===== src/rtl/m_epp_host.sv =====
// m_epp_host -- EPP host (initiator) behind a Wishbone slave port.
//
// A Wishbone access to address 0 or 1 runs one EPP address or data cycle
// towards an external peripheral. The sequence is:
//   1. Drive nWRITE and DB for SETUPCYC cycles.
//   2. Drop the matching strobe.
//   3. Wait for WAIT to rise, then release the strobe.
//   4. Wait for WAIT to fall, then ACK the Wishbone master.
// A missing WAIT edge aborts the cycle after TOCYC cycles. The abort sets a
// sticky timeout flag, and a read then returns 8'hFF.
// Address 2 is status {6'b0, wait_s, tmo}; writing bit0=1 clears tmo.
// Address 3 is reserved: it reads 0 and ignores writes.
// Pad tristates live in the top level; DB is exposed as separate o/oe/i.
//
// Ports:
//   CLK_I, RST_I        clock, synchronous active-high reset
//   STB_I, WE_I, ADR_I  Wishbone strobe, write enable, 2-bit address
//   DAT_I, DAT_O        Wishbone write / read data (8 bit)
//   ACK_O               single-cycle acknowledge
//   epp_nADDRSTB        address strobe, active low
//   epp_nDATASTB        data strobe, active low
//   epp_nWRITE          0 = host writes, 1 = host reads
//   epp_DB_o/oe/i       bus data out / output enable / in
//   epp_WAIT            peripheral handshake (asynchronous)
module m_epp_host #(
  parameter int unsigned SETUPCYC = 2,
  parameter int unsigned TOCYC    = 1023
) (
  input  logic       CLK_I,
  input  logic       RST_I,
  input  logic       STB_I,
  input  logic       WE_I,
  input  logic [1:0] ADR_I,
  input  logic [7:0] DAT_I,
  output logic [7:0] DAT_O,
  output logic       ACK_O,
  output logic       epp_nADDRSTB,
  output logic       epp_nDATASTB,
  output logic       epp_nWRITE,
  output logic [7:0] epp_DB_o,
  output logic       epp_DB_oe,
  input  logic [7:0] epp_DB_i,
  input  logic       epp_WAIT
);

  typedef enum logic [2:0] {
    S_IDLE, S_SETUP, S_STROBE, S_HOLD, S_DONE, S_REG
  } state_t;

  localparam logic [15:0] SETUP_LAST = 16'(SETUPCYC - 1);
  localparam logic [15:0] TO_LAST    = 16'(TOCYC - 1);

  state_t      state, state_nxt;
  logic [15:0] cnt, cnt_nxt;
  logic        we_q, we_nxt;
  logic        adr0_q, adr0_nxt;
  logic [7:0]  rdata, rdata_nxt;
  logic        tmo, tmo_nxt;
  logic        skip, skip_nxt;
  logic        nadr_nxt, ndat_nxt, nwr_nxt, oe_nxt, ack_nxt;
  logic [7:0]  dbo_nxt, dat_nxt;
  logic        go_done;
  logic [7:0]  done_rd;
  logic        wait_p0, wait_s;

  // WAIT synchroniser: wait_p0 is the metastability stage, wait_s is the
  // value the FSM uses.
  always_ff @(posedge CLK_I) begin
    if (RST_I) begin
      wait_p0 <= 1'b0;
      wait_s  <= 1'b0;
    end else begin
      wait_p0 <= epp_WAIT;
      wait_s  <= wait_p0;
    end
  end

  always_ff @(posedge CLK_I) begin
    if (RST_I) begin
      state        <= S_IDLE;
      cnt          <= 16'd0;
      we_q         <= 1'b0;
      adr0_q       <= 1'b0;
      rdata        <= 8'h00;
      tmo          <= 1'b0;
      skip         <= 1'b0;
      epp_nADDRSTB <= 1'b1;
      epp_nDATASTB <= 1'b1;
      epp_nWRITE   <= 1'b1;
      epp_DB_o     <= 8'h00;
      epp_DB_oe    <= 1'b0;
      ACK_O        <= 1'b0;
      DAT_O        <= 8'h00;
    end else begin
      state        <= state_nxt;
      cnt          <= cnt_nxt;
      we_q         <= we_nxt;
      adr0_q       <= adr0_nxt;
      rdata        <= rdata_nxt;
      tmo          <= tmo_nxt;
      skip         <= skip_nxt;
      epp_nADDRSTB <= nadr_nxt;
      epp_nDATASTB <= ndat_nxt;
      epp_nWRITE   <= nwr_nxt;
      epp_DB_o     <= dbo_nxt;
      epp_DB_oe    <= oe_nxt;
      ACK_O        <= ack_nxt;
      DAT_O        <= dat_nxt;
    end
  end

  always_comb begin
    state_nxt = state;
    cnt_nxt   = cnt;
    we_nxt    = we_q;
    adr0_nxt  = adr0_q;
    rdata_nxt = rdata;
    tmo_nxt   = tmo;
    skip_nxt  = 1'b0;
    nadr_nxt  = epp_nADDRSTB;
    ndat_nxt  = epp_nDATASTB;
    nwr_nxt   = epp_nWRITE;
    dbo_nxt   = epp_DB_o;
    oe_nxt    = epp_DB_oe;
    ack_nxt   = 1'b0;
    dat_nxt   = DAT_O;
    go_done   = 1'b0;
    done_rd   = rdata;

    case (state)
      S_IDLE: begin
        // skip masks the cycle right after an ACK, so a strobe the master
        // still holds is not taken as a second access.
        if (STB_I && !skip) begin
          if (!ADR_I[1]) begin
            // An EPP cycle must not start while the previous handshake
            // is still visible on WAIT.
            if (!wait_s) begin
              state_nxt = S_SETUP;
              cnt_nxt   = 16'd0;
              we_nxt    = WE_I;
              adr0_nxt  = ADR_I[0];
              nwr_nxt   = ~WE_I;
              oe_nxt    = WE_I;
              dbo_nxt   = DAT_I;
            end
          end else begin
            state_nxt = S_REG;
            ack_nxt   = 1'b1;
            dat_nxt   = (!WE_I && !ADR_I[0]) ? {6'b0, wait_s, tmo} : 8'h00;
            if (WE_I && !ADR_I[0] && DAT_I[0]) begin
              tmo_nxt = 1'b0;
            end
          end
        end
      end

      S_SETUP: begin
        if (cnt == SETUP_LAST) begin
          state_nxt = S_STROBE;
          cnt_nxt   = 16'd0;
          nadr_nxt  = adr0_q;
          ndat_nxt  = ~adr0_q;
        end else begin
          cnt_nxt = cnt + 16'd1;
        end
      end

      S_STROBE: begin
        if (wait_s) begin
          rdata_nxt = epp_DB_i;
          nadr_nxt  = 1'b1;
          ndat_nxt  = 1'b1;
          state_nxt = S_HOLD;
          cnt_nxt   = 16'd0;
        end else if (cnt == TO_LAST) begin
          tmo_nxt   = 1'b1;
          nadr_nxt  = 1'b1;
          ndat_nxt  = 1'b1;
          rdata_nxt = 8'hFF;
          done_rd   = 8'hFF;
          go_done   = 1'b1;
        end else begin
          cnt_nxt = cnt + 16'd1;
        end
      end

      S_HOLD: begin
        if (!wait_s) begin
          go_done = 1'b1;
        end else if (cnt == TO_LAST) begin
          tmo_nxt   = 1'b1;
          rdata_nxt = 8'hFF;
          done_rd   = 8'hFF;
          go_done   = 1'b1;
        end else begin
          cnt_nxt = cnt + 16'd1;
        end
      end

      S_DONE, S_REG: begin
        state_nxt = S_IDLE;
        skip_nxt  = 1'b1;
      end

      default: state_nxt = S_IDLE;
    endcase

    // Common exit into DONE. The bus is released here. The ACK is dropped
    // when the master has already abandoned the access.
    if (go_done) begin
      state_nxt = S_DONE;
      nwr_nxt   = 1'b1;
      oe_nxt    = 1'b0;
      ack_nxt   = STB_I;
      dat_nxt   = we_q ? 8'h00 : done_rd;
    end
  end

endmodule


===== config.mk =====
export PLATFORM = sky130hd
export DESIGN_NAME = m_epp_host
export DESIGN_NICKNAME = d
export VERILOG_FILES = /design/src/rtl/m_epp_host.sv
export SDC_FILE = /design/constraint.sdc
export NUM_CORES = 1
export LEC_CHECK = 0
export ABC_AREA = 1
export BUFFER_PORTS_ARGS = -buffer_cell sky130_fd_sc_hd__buf_2
export CORE_MARGIN = 1.5
export CORE_UTILIZATION = 50
export DETAILED_ROUTE_END_ITERATION = 6
export HOLD_SLACK_MARGIN = 0.03
export PLACE_DENSITY = 0.73
export SLEW_MARGIN = 20
export SYNTH_ARGS = -nofsm -noshare
export SYNTH_HDL_FRONTEND = slang
export SYNTH_SLANG_ARGS = --single-unit
export TNS_END_PERCENT = 100

===== constraint.sdc =====
create_clock -name CLK_I -period 1.4 [get_ports CLK_I]
set_input_delay 0.28 -clock CLK_I [delete_from_list [all_inputs] [get_ports CLK_I]]
set_output_delay 0.28 -clock CLK_I [all_outputs]
set_load 0.01 [all_outputs]

==> results.json, run 1 <==
{
  "root_buffer": "clkbuf_8",
  "synth_nets": 525,
  "leakage_nw": 2.27,
  "seqPwrFrac": 0.236,
  "period_share": 1.20,
  "fin_ws_ps": -284,
  "avgSynthCellArea_sq_um": 6.59,
  "internal_power_w": 0.00490,
  "slew_headroom": 0.743,
  "via_count": 4027,
  "p_comb_frac": 0.654,
  "gp_congestion": 0.892,
  "grt_max_degree": 19,
  "numCtsBuffers": 5,
  "r2r_slack_ps": -280,
  "synth_edf_count": 0,
  "crit_end": "cnt[4]",
  "p_per_area_mw_per_mm2": 1790,
  "path_clk_slew_ps": 100,
  "netlist.area_leader.share": 0.329,
  "cts_htree_levels": 2,
  "status": "finished, violations left",
  "r2r_cells": 12,
  "cp-startpoint": "cnt[0]",
  "final.setup.tns_ps": -9490,
  "power_w": 0.00900,
  "hold_violations": 0,
  "violations": "setup timing",
  "setup_violations": 51,
  "die_w_um": 84.1,
  "initial_core_util": 0.518,
  "num_rows": 29,
  "clockBufferDepth": 2,
  "cts.sink_count": 54,
  "grt_pass1_wl_um": 16900,
  "antenna_found_initial": 0,
  "peakVddDrop_v": 0.00175,
  "synth_ff_type": "dfxtp_1",
  "fp.coreArea_sq_mm": 0.00635,
  "die_y_um": 84.1,
  "yosys.cell_types.count": 36,
  "yosysWarnings": 0,
  "grt-ovfl-total": 0,
  "dr.pass1.iters": 5,
  "synthTopCellsByArea": "dfxtp_1 33%, nand2_1 13%, inv_1 7.8%",
  "fmax_mhz": 594,
  "worst_path_largest_cell_delay_ps": 380,
  "port_buffers": 43,
  "area_growth_pct": 52.8,
  "syn-cell-area_sq_mm": 0.00329,
  "tightest_slew_ps": 386,
  "dp_hpwl_um": 6650,
  "ios": 44,
  "drv_slew": 0,
  "viasPerCell": 5.66,
  "synth.largest_area_cell": "dfxtp_1",
  "final_nets": 660,
  "critPathCaptureType": "flip-flop",
  "cts_tree": "built",
  "finalWirelength_um": 11600,
  "grt_usage": 0.294,
  "power_frac_clock": 0.111,
  "yosysSeqAreaShare": 0.329,
  "synthCells": 499,
  "ant_nets": 0,
  "timing.hold.ws_ps": 167,
  "async_flop_share": 0,
  "synth_seq_cells": 54,
  "nFillCells": 400,
  "insertion_delay_ps": 320,
  "slowest_stage": "dfxtp_2",
  "drt_iter0_drc": 421,
  "rsz0062_at_grt": "yes",
  "drcViolationCount": 0,
  "drive_gt1_frac": 0.483,
  "r2r_start": "cnt[0]",
  "yosysMostFrequentCell": "nand2_1",
  "routedWlPerCell_um": 16.3,
  "post-route-util": 0.791,
  "grt_pass1_vias": 3792,
  "synthTopCellsByCount": "118 x nand2_1, 68 x inv_1, 63 x nor2_1",
  "rr_endpoint": "cnt[4]",
  "worst_setup_path_start_kind": "flip-flop",
  "arrival_ps": 1940,
  "maxCapViolCount": 0,
  "holdCritPathClass": "in -> reg",
  "dieArea_sq_mm": 0.00707,
  "fin_skew_ps": 11.1,
  "switching_share": 0.456,
  "power_switching_w": 0.00410,
  "cp_max_fo": 5,
  "cp.required_ps": 1650,
  "path_class": "reg -> reg",
  "n_antenna_cell": 0,
  "fin_crit_ps": 1680,
  "crit_chain": "inv_2 -> ha_4 -> nand3_2 -> inv_2 -> nand2_2 -> nor2_4 -> o21ai_4 -> buf_6 -> nand3_1 -> nand2_1 -> nand2_1 -> nor2_1"
}
## cell type report
class                      count  area (sq um)  area share
inverter                      80           328      0.0652
tap                           77          96.3      0.0192
sequential                    54          1110       0.221
clock buffer                   7          97.6      0.0194
timing repair buffer         141          1080       0.214
timing repair inverter         1          6.26     0.00125
clock inverter                 1          7.51     0.00149
multi-input combinational    351          2300       0.458
## what timing repair did
action | in CTS | in global routing
gates cloned | 3 | 2
endpoints found under the setup margin | 51 | 51
gates resized for setup | 111 | 73
hold buffers | 0 | 0
buffers inserted | 19 | 11
pin swaps | 41 | 39
## registers in the layout, summed over array words and instances (netlist names)
name,cells
wait_p0,1
DAT_O,8
epp_nADDRSTB,1
skip,1
epp_DB_oe,1
we_q,1
ACK_O,1
epp_nDATASTB,1
adr0_q,1
epp_nWRITE,1
state,3
wait_s,1
tmo,1
rdata,8
cnt,16
epp_DB_o,8
## logic make-up (layout without fill, tap and decap cells)
| kind of cell | after synthesis | after routing | share of synthesized area |
|---|---|---|---|
| compound gates | 77 | 77 | 0.133 |
| flops | 54 | 54 | 0.329 |
| fa+ha+maj | 3 | 3 | 0.0114 |
| simple gates | 269 | 271 | 0.401 |
| buf+inv | 96 | 230 | 0.126 |
## stage by stage
step	setup WS (ps)	area [sq um]	instances
6_report	-284	5020	712
5_1_grt	-342	5020	712
4_1_cts	-129	4670	700
3_5_place_dp	-293	4030	670
3_3_place_gp	-234	4030	670
2_1_floorplan	-14.6	3330	499
## routing by layer
metal,vias up,track usage,wire length [um]
met5,-,0,0
met4,0,0.130,441
met3,55,0.0425,856
met2,213,0.528,6040
met1,1893,0.345,4300
li1,1866,-,-
## cells in the final DEF (no fill, tap or decap), types with 7 or more instances in the layout
cell	n
nand3_2	13
inv_1	54
dfxtp_2	10
nand2_1	98
a21oi_1	16
nand2_4	13
nor2_2	7
buf_6	25
buf_4	70
o21ai_2	11
inv_2	18
a21oi_2	15
nand4_1	11
o21ai_0	12
nor2_4	24
nand2_2	14
o21ai_1	8
nor2_1	42
buf_2	43
nand3_1	31
dfxtp_1	39
## worst max-delay path: cells and delay by family, from the launching register on
kind | cells | cell delay (ps)
AND/OR/NAND/NOR | 7 | 570
flip-flops | 1 | 380
buffers and inverters | 3 | 280
adder cells (fa/ha/maj) | 1 | 170
AO/OA/AOI/OAI | 1 | 220
## power by group through the flow
stage | sequential (W) | clock [W] | combinational [W]
5_1_grt | 0.00216 | 0.00107 | 0.00622
6_report | 0.00212 | 0.000999 | 0.00588
3_5_place_dp | 0.00210 | 0 | 0.00379
4_1_cts | 0.00209 | 0.00101 | 0.00473
2_1_floorplan | 0.00216 | 0 | 0.00261
3_3_place_gp | 0.00209 | 0 | 0.00369
## worst min-delay path by stage
stage	from	end	slack [ps]	cells after the start
2_1_floorplan	epp_WAIT	wait_p0	390	2
3_3_place_gp	wait_p0	wait_s	420	2
3_5_place_dp	wait_p0	wait_s	410	2
4_1_cts	epp_WAIT	wait_p0	170	3
5_1_grt	DAT_I[3]	epp_DB_o[3]	170	3
6_report	DAT_I[3]	epp_DB_o[3]	170	3
Power figures use the tool's default switching activity.
==> run 2, diff against run 1 <==
Settings changed: CORE_ASPECT_RATIO set to 1.25.
==> run 2 against run 1 <==
  * Non-clock buffer count is 7 higher
  * Register-to-register slack worse by 120 ps
  * Critical path depth is 1 higher
  * Clock power is 4.7% lower
  * Setup slack worse by 120 ps
  * Final cell count is 2.2% higher
  * Hold slack worse by 11 ps
  * Global-route usage is 2.0 points higher
  * Flip-flop and latch count stayed put
  * Die area hardly changed
  * The flow still finishes with violations (setup timing)
==> results.json, run 2 (synthesized netlist as in run 1, its figures left out) <==
{
  "status": "finished, violations left",
  "violations": "setup timing",
  "n_antenna_cell": 0,
  "met3_length_um": 862,
  "dr.pass1.iters": 5,
  "period_share": 1.29,
  "die_y_um": 93.7,
  "path_clk_slew_ps": 100,
  "worst_path_largest_cell_delay_ps": 380,
  "finalInstanceArea_sq_mm": 0.00511,
  "dp_hpwl_um": 6760,
  "grt_usage": 0.314,
  "port_buffers": 43,
  "placedCellCount": 687,
  "seqCellArea_sq_mm": 0.00111,
  "final_cell_mix": "84 x nand2_1, 82 x buf_4, 52 x inv_1",
  "root_buffer": "clkbuf_8",
  "drv_slew": 0,
  "power_switching_w": 0.00420,
  "cts.sink_count": 54,
  "placed_area_sq_mm": 0.00412,
  "p_per_area_mw_per_mm2": 1740,
  "grt_pass1_wl_um": 17100,
  "num_rows": 32,
  "grt_max_degree": 22,
  "fin_ws_ps": -409,
  "crit_family": "simple AND/OR/NAND/NOR gates",
  "peakVddDrop_v": 0.00113,
  "tightest_slew_ps": 418,
  "slew_headroom": 0.720,
  "initial_core_util": 0.527,
  "seqPwrFrac": 0.242,
  "via_count": 4186,
  "viasPerCell": 5.75,
  "grt_pass1_vias": 3813,
  "switching_share": 0.473,
  "leakage_nw": 2.29,
  "p_comb_frac": 0.651,
  "setup_violations": 51,
  "worst_setup_path_start_kind": "flip-flop",
  "ios": 44,
  "fin_cells": 728,
  "cts_tree": "built",
  "critPathCaptureType": "flip-flop",
  "regMostFlops": "cnt",
  "drive_gt1_frac": 0.509,
  "final.setup.tns_ps": -13280,
  "largest_reg_flops": 16,
  "maxCapViolCount": 0,
  "path_class": "reg -> reg",
  "final_nets": 668,
  "critPathBufInv": 4,
  "top_layer_used": "met4",
  "fin_crit_ps": 1810,
  "grt-ovfl-total": 0,
  "multi_input_area_sq_mm": 0.00232,
  "insertion_delay_ps": 320,
  "hold_violations": 0,
  "holdCritPathClass": "in -> reg",
  "fp.coreArea_sq_mm": 0.00625,
  "cp-startpoint": "cnt[0]",
  "min_from": "epp_WAIT",
  "die_w_um": 75.5,
  "slowest_stage": "dfxtp_4",
  "clockBufferDepth": 2,
  "cp_max_fo": 5,
  "antenna_found_initial": 0,
  "drt_iter0_drc": 307,
  "dieArea_sq_mm": 0.00708,
  "routedWlPerCell_um": 17.4,
  "arrival_ps": 2050,
  "nFillCells": 379,
  "wl_met2_um": 6420,
  "fmax_mhz": 553,
  "finalWirelength_um": 12600,
  "drcViolationCount": 0,
  "ant_nets": 0,
  "power_w": 0.00887,
  "numCtsBuffers": 5,
  "power_frac_clock": 0.107,
  "area_growth_pct": 55.3,
  "drt-met1-wl_um": 4430,
  "rsz0062_at_grt": "yes",
  "cp.required_ps": 1640,
  "fin_skew_ps": 7.21,
  "gp_congestion": 0.942,
  "r2r_start": "cnt[0]",
  "final_common_cell": "nand2_1",
  "internal_power_w": 0.00468,
  "cts_htree_levels": 2,
  "crit_chain": "inv_4 -> ha_4 -> inv_4 -> nor2_4 -> nand2_2 -> nor2_4 -> buf_6 -> nand3_4 -> nand2_2 -> inv_2 -> nand2_1 -> nand2_1 -> a21oi_1"
}
-- run 2: cell count changes in the layout (fill, tap and decap cells not counted), moves of 3 or more --
| cell | previous run | this run |
|---|---|---|
| nand2_1 | 98 | 84 |
| nor2_2 | 7 | 14 |
| buf_6 | 25 | 18 |
| nor2_4 | 24 | 14 |
| nor2_1 | 42 | 46 |
| nand2_2 | 14 | 31 |
| nand3_1 | 31 | 28 |
| nand3_4 | 4 | 7 |
| inv_4 | 4 | 7 |
| dfxtp_1 | 39 | 42 |
| buf_12 | 2 | 5 |
| buf_4 | 70 | 82 |
-- run 2: final cells by class --
class	instances	area share
timing repair buffer	148	0.222
multi-input combinational	352	0.455
inverter	80	0.0657
timing repair inverter	1	0.00122
clock inverter	2	0.00245
tap	85	0.0208
sequential	54	0.217
clock buffer	6	0.0162
-- run 2: power by group through the flow --
stage | Clock (W) | Combinational [W] | Sequential (W)
2_1_floorplan | 0 | 0.00261 | 0.00216
3_3_place_gp | 0 | 0.00397 | 0.00209
3_5_place_dp | 0 | 0.00402 | 0.00210
4_1_cts | 0.000954 | 0.00493 | 0.00209
5_1_grt | 0.00100 | 0.00613 | 0.00216
6_report | 0.000952 | 0.00578 | 0.00215
-- run 2: final timing paths --
kind	end	slack, ps	cells past startpoint
max	DAT_O[7]	-410	13
min	wait_p0	160	3
max reg2reg	DAT_O[7]	-410	13
min reg2reg	wait_s	420	2
-- run 2: worst reg2reg max path, stage by stage (launching register included) --
cell	delay (ps)
dfxtp_4	380
inv_4	60
ha_4	140
inv_4	50
nor2_4	130
nand2_2	90
nor2_4	220
buf_6	140
nand3_4	120
nand2_2	110
inv_2	50
nand2_1	50
nand2_1	60
a21oi_1	140
-- run 2: repair_timing --
item / CTS / global route
buffers inserted: 20 / 11
gates cloned: 4 / 0
pin swaps: 42 / 53
endpoints found under the setup margin: 51 / 51
gates resized for setup: 81 / 94
hold buffers: 0 / 0
-- run 2: layer usage --
layer | global-route usage | vias up
met5 | 0 | -
met3 | 0.0526 | 94
li1 | - | 1882
met1 | 0.340 | 1939
met4 | 0.177 | 0
met2 | 0.557 | 271
-- run 2: stage by stage --
step	setup slack, ps	utilization	hold slack (ps)
after CTS	-156	0.751	157
after global routing	-487	0.818	161
after floorplan	-14.6	-	387
final	-409	0.818	156
after detailed placement	-236	0.660	404
after global placement	-209	0.660	404
